**config.mk**
```make
export PLATFORM = sky130hd
export DESIGN_NAME = free_buffer_reclaimer
export DESIGN_NICKNAME = d
export VERILOG_FILES = /design/src/rtl/free_buffer_reclaimer_pkg.sv /design/src/rtl/free_buffer_reclaimer_id_bitmap.sv /design/src/rtl/free_buffer_reclaimer.sv
export SDC_FILE = /design/constraint.sdc
export NUM_CORES = 1
export LEC_CHECK = 0
export ABC_AREA = 1
export CAP_MARGIN = 20
export CELL_PAD_IN_SITES_DETAIL_PLACEMENT = 0
export CELL_PAD_IN_SITES_GLOBAL_PLACEMENT = 1
export CORE_ASPECT_RATIO = 0.6
export CORE_UTILIZATION = 39
export DETAILED_ROUTE_END_ITERATION = 16
export GPL_TIMING_DRIVEN = 0
export PLACE_DENSITY = 0.86
export SYNTH_ARGS = -nofsm -noshare
export SYNTH_HDL_FRONTEND = slang
export SYNTH_SLANG_ARGS = --single-unit
export TNS_END_PERCENT = 10
```
**constraint.sdc**
```tcl
create_clock -name clk -period 9 [get_ports clk]
set_input_delay 1.8 -clock clk [delete_from_list [all_inputs] [get_ports clk]]
set_output_delay 1.8 -clock clk [all_outputs]
set_load 0.01 [all_outputs]
```
**src/rtl/free_buffer_reclaimer_pkg.sv**
```systemverilog
// Shared types and helpers for the free-buffer reclaimer: FSM encoding,
// counter width and buffer-ID range check.
package free_buffer_reclaimer_pkg;

  typedef enum logic [1:0] {
    RELAY = 2'd0,
    DRAIN = 2'd1,
    DONE  = 2'd2
  } state_t;

  // Width needed to count 0..n inclusive.
  function automatic int cnt_w(input int n);
    return $clog2(n + 1);
  endfunction

  function automatic logic id_in_range(input logic [63:0] id, input int len);
    return id < 64'($unsigned(len));
  endfunction

endpackage

```
**src/rtl/free_buffer_reclaimer_id_bitmap.sv**
```systemverilog
// Per-ID "held by a consumer" bitmap with two test ports, one set and one
// clear port; a set and a clear of the same ID in one cycle leaves it set.
module free_buffer_reclaimer_id_bitmap #(
  parameter int N  = 32,
  parameter int IW = 5
) (
  input  logic          clk,
  input  logic          rst,
  input  logic [IW-1:0] chk_idx,
  output logic          chk_held,
  input  logic          set_en,
  input  logic [IW-1:0] set_idx,
  output logic          set_held,
  input  logic          clr_en,
  input  logic [IW-1:0] clr_idx
);

  logic [N-1:0] bits;

  always_ff @(posedge clk or posedge rst) begin
    if (rst) begin
      bits <= '0;
    end else begin
      if (clr_en) bits[clr_idx] <= 1'b0;
      if (set_en) bits[set_idx] <= 1'b1;
    end
  end

  assign chk_held = bits[chk_idx];
  assign set_held = bits[set_idx];

endmodule

```
**src/rtl/free_buffer_reclaimer.sv**
```systemverilog
// Return-side companion of the free-buffer-ID pool: validates released IDs
// against a held bitmap, forwards legal ones to the pool and tracks drain.
module free_buffer_reclaimer
  import free_buffer_reclaimer_pkg::*;
#(
  parameter int DATA_WIDTH  = 32,
  parameter int INIT_LENGTH = 32,
  localparam int CW = cnt_w(INIT_LENGTH)
) (
  input  logic                  clk,
  input  logic                  reset,
  input  logic                  in_empty_n,
  output logic                  in_read,
  input  logic [DATA_WIDTH-1:0] in_dout,
  input  logic                  out_full_n,
  output logic                  out_write,
  output logic [DATA_WIDTH-1:0] out_din,
  input  logic                  alloc_valid,
  input  logic [DATA_WIDTH-1:0] alloc_id,
  input  logic                  drain_req,
  output logic                  drain_done,
  output logic                  double_free,
  output logic                  bad_id,
  output state_t                dbg_state,
  output logic [CW-1:0]         dbg_outstanding
);

  localparam int IW = (INIT_LENGTH > 1) ? $clog2(INIT_LENGTH) : 1;

  // Streams: in_read pops the return FIFO head in the same cycle it is
  // high; out_write holds out_din until the cycle out_full_n is also high.
  state_t        state;
  logic [CW-1:0] outstanding;
  logic          out_vld;

  logic          ret_in_range, alloc_in_range;
  logic          ret_held, alloc_held;
  logic          ret_ok, alloc_ok, alloc_freed, drain_complete;
  logic [IW-1:0] ret_idx, alloc_idx;

  assign ret_idx        = in_dout[IW-1:0];
  assign alloc_idx      = alloc_id[IW-1:0];
  assign ret_in_range   = id_in_range(64'(in_dout), INIT_LENGTH);
  assign alloc_in_range = id_in_range(64'(alloc_id), INIT_LENGTH);

  assign in_read = !reset && in_empty_n && (!out_vld || out_full_n) && (state != DONE);

  assign ret_ok = in_read && ret_in_range && ret_held;
  // An ID freed by this cycle's return may be re-allocated in the same cycle.
  assign alloc_freed = ret_ok && (ret_idx == alloc_idx);
  assign alloc_ok    = alloc_valid && alloc_in_range && (!alloc_held || alloc_freed);

  assign drain_complete = (outstanding == '0) && !out_vld && !alloc_valid;

  free_buffer_reclaimer_id_bitmap #(
    .N  (INIT_LENGTH),
    .IW (IW)
  ) u_bitmap (
    .clk      (clk),
    .rst      (reset),
    .chk_idx  (ret_idx),
    .chk_held (ret_held),
    .set_en   (alloc_ok),
    .set_idx  (alloc_idx),
    .set_held (alloc_held),
    .clr_en   (ret_ok),
    .clr_idx  (ret_idx)
  );

  always_ff @(posedge clk or posedge reset) begin
    if (reset) begin
      out_vld <= 1'b0;
      out_din <= '0;
    end else if (ret_ok) begin
      out_vld <= 1'b1;
      out_din <= in_dout;
    end else if (out_vld && out_full_n) begin
      out_vld <= 1'b0;
    end
  end

  assign out_write = out_vld;

  always_ff @(posedge clk or posedge reset) begin
    if (reset) begin
      outstanding <= '0;
    end else begin
      case ({alloc_ok, ret_ok})
        2'b10:   outstanding <= outstanding + 1'b1;
        2'b01:   outstanding <= outstanding - 1'b1;
        default: outstanding <= outstanding;
      endcase
    end
  end

  always_ff @(posedge clk or posedge reset) begin
    if (reset) begin
      double_free <= 1'b0;
      bad_id      <= 1'b0;
    end else begin
      if ((in_read && !ret_in_range) || (alloc_valid && !alloc_in_range))
        bad_id <= 1'b1;
      if ((in_read && ret_in_range && !ret_held) ||
          (alloc_valid && alloc_in_range && alloc_held && !alloc_freed))
        double_free <= 1'b1;
    end
  end

  always_ff @(posedge clk or posedge reset) begin
    if (reset) begin
      state      <= RELAY;
      drain_done <= 1'b0;
    end else begin
      case (state)
        RELAY: begin
          if (drain_req) state <= DRAIN;
          drain_done <= 1'b0;
        end
        DRAIN: begin
          if (!drain_req) begin
            state <= RELAY;
          end else if (drain_complete) begin
            state      <= DONE;
            drain_done <= 1'b1;
          end
        end
        DONE: begin
          if (!drain_req) begin
            state      <= RELAY;
            drain_done <= 1'b0;
          end else if (alloc_valid) begin
            state      <= DRAIN;
            drain_done <= 1'b0;
          end
        end
        default: begin
          state      <= RELAY;
          drain_done <= 1'b0;
        end
      endcase
    end
  end

  assign dbg_state       = state;
  assign dbg_outstanding = outstanding;

endmodule
```
==> reports/results.ini <==
[outcome]
outcome = finished, final reports clean

[routing]
num_vias = 4674
ant_nets = 0
routedWlPerCell_um = 15.24
wl_um = 14650
first_pass_iters = 5
drc = 0
drtIter0Drc = 396
vias_per_cell = 4.864

[logic_synthesis]
synth_compound_area_frac = 0.07039
synth_cell_type_count = 40
yosys_warnings = 0
synth_xor_area_frac = 0.02174
ys_seq_area_frac = 0.3934
synth_top_area_share = 0.3934
ys.flop_type = dfrtp_1
synthesis.area_um2 = 4835
synth_fp_nets = 739
ys_seq_elements = 76
synth.avg_cell_area_um2 = 7.259
synthSimpleGateAreaFrac = 0.3934
syn_inst = 666
synth_fa_ha_area_frac = 0.007764
synthArstFlopShare = 1.000
synth_top_family_by_area = simple AND/OR/NAND/NOR gates
synth_edf_count = 0
synth_top_cell_by_area = dfrtp_1
synth_area_leaders = dfrtp_1, nand2_1, nor2_1, nand3_2, inv_1
synthMuxAreaShare = 0

[worst_setup_path]
r2r_setup_slack_ns = 5.82
cp.arrival_ns = 3.67
startpoint_type = primary input
cp-end-kind = primary output
rr_worst_depth = 24
timing.rr.end = dbg_outstanding[4]
worstPathMaxFanout = 57
regToRegStartpoint = u_bitmap.bits[19]
worstPathRequired_ns = 7.20
path_class = primary input to primary output

[place]
place.gp.congestion = 0.8797
pre_cts_ws_ns = 3.402
dp_hpwl_um = 10760
place.port_buffers = 113

[power_and_ir_drop]
power_density_nw_per_um2 = 131.0
p_seq_frac = 0.404
power_leakage_nw = 3.255
vdd_drop_max_mv = 0.1144
switching_power_mw = 0.2304
switching_share = 0.2704
clockPowerShare = 0.436
combPwrFrac = 0.160
internal-power_mw = 0.6217

[clock_tree]
cts-root-buf = clkbuf_16
clock_sinks = 76
cts_made_buffers = 9
post_cts_buffers = 0
cts_hold_buf = 0
cts_max_path_buffers = 2
cts.clk_slew.worst_paths_ns = 0.06
h-tree-depth = 3
cts_tree = built
clock_latency_ns = 0.34
cts.repair.resized = 0

[floorplan]
chipWidth_um = 145.7
io_pins = 115
core-area_um2 = 12060
die_area_um2 = 12860
std_cell_rows = 31
die_y_um = 88.25
initial_core_util = 0.4008

[grt]
grt_max_degree = 58
grt_usage = 0.2365
first_global_vias = 4509
gr-total-overflow = 0
antenna_found_initial = 0
grt_pass1_wl_um = 23430

[timing]
setup_viol = 0
rsz0062_at_grt = no
min_period_ns = 5.465
maxSlewHeadroom = 0.3933
setup_slack_ns = 3.535
hold_viol_final = 0
fmax_mhz = 183.0
slew_violations = 0
worst_pin_slew_ns = 0.9067
finalSetupTns_ns = 0
period_share = 0.6072
clock_skew_ns = 0.008060

[cells_and_area]
drive_gt1_frac = 0.1583
final_nets = 864
n_antenna_cell = 0
syn_to_final_growth_pct = 34.52

[hold_path]
hold_path_depth = 2
hold_class = register to register
worstHoldStart = out_din[25]
min_to = out_din[25]

[flow_run]
maxCapViolCount = 0

## state kept, by name, summed over array words and instances, names as in the netlist
register / flops
double_free: 1
bad_id: 1
u_bitmap.bits: 32
dbg_state: 2
out_write: 1
dbg_outstanding: 6
out_din: 32
drain_done: 1
## cells in the final DEF, fill, tap and decap left out, drive strengths merged, types with 12 or more instances in the layout
master / instances
nand2: 204
nor2: 127
clkdlybuf4s50: 113
inv: 89
dfrtp: 76
o21ai: 42
nand3: 41
buf: 21
nor3: 19
clkbuf: 12
## worst max-delay path: stages
cell	delay (ns)
clkdlybuf4s50_1	0.44
inv_4	0.24
buf_16	0.31
nand4_1	0.17
inv_1	0.11
clkdlybuf4s50_1	0.54
## power groups by stage
| stage | sequential [mW] | combinational, mW | clock (mW) |
|---|---|---|---|
| final | 0.344 | 0.137 | 0.371 |
| after global routing | 0.344 | 0.147 | 0.390 |
| after CTS | 0.344 | 0.136 | 0.377 |
| after detailed placement | 0.351 | 0.135 | 0 |
| after global placement | 0.351 | 0.132 | 0 |
| after floorplan | 0.351 | 0.0744 | 0 |
## layout make-up
cell class                 instances  area [um2]
buffer                            22       207.7
clock buffer                      10       229.0
clock inverter                     6       72.57
fill                            1158        5559
inverter                          89       342.8
multi-input combinational        479        2385
sequential                        76        1902
tap                              165       206.4
timing repair buffer             114        1159
## worst max-delay path by stage
| stage | endpoint | slack (ns) | start | cells past startpoint |
|---|---|---|---|---|
| after floorplan | dbg_outstanding[4] | 3.11 | reset | 19 |
| after global placement | dbg_outstanding[4] | 1.71 | reset | 20 |
| after detailed placement | dbg_outstanding[4] | 3.40 | in_dout[4] | 21 |
| after CTS | in_read | 3.51 | reset | 6 |
| after global routing | dbg_outstanding[4] | 3.36 | in_dout[4] | 21 |
| final | in_read | 3.53 | reset | 6 |
## Yosys cell counts (all sizes together), types with 5 or more instances
library cell / number
xor2: 5
nor3: 19
nor2: 127
dfrtp: 76
nand3: 41
o21ai: 42
a21oi: 11
xnor2: 7
buf: 20
inv: 88
nand2: 204
nand4: 6
## through the flow
step / utilization / total power [mW] / instance area, um2 / cells / hold WS, ns
3_5_place_dp: 0.5142 / 0.4858 / 6202 / 945 / 0.4514
6_report: 0.5392 / 0.8521 / 6504 / 961 / 0.4633
5_1_grt: 0.5392 / 0.8814 / 6504 / 961 / 0.4880
3_3_place_gp: 0.5117 / 0.4821 / 6172 / 944 / 0.4488
2_1_floorplan: - / 0.4257 / 4835 / 666 / 0.4794
4_1_cts: 0.5392 / 0.8571 / 6504 / 961 / 0.4683
## routing by layer
layer,vias to the layer above,GRT usage,part of all wire
met5,-,0,0
met1,2201,0.3352,0.49
met4,0,0.03445,0.0058
met3,9,0.05979,0.082
li1,2299,-,-
met2,165,0.3736,0.42
## cell families (layout without fill, tap and decap cells)
kind of cell               after synthesis  after routing
xor gates and xnor gates                12             12
AOI/OAI and AO/OA                       62             62
adders and majority gates                3              3
buffers and inverters                  111            241
DFF                                     76             76
and+or+nand+nor                        402            402
No activity file was read; power rests on OpenSTA's default activity.
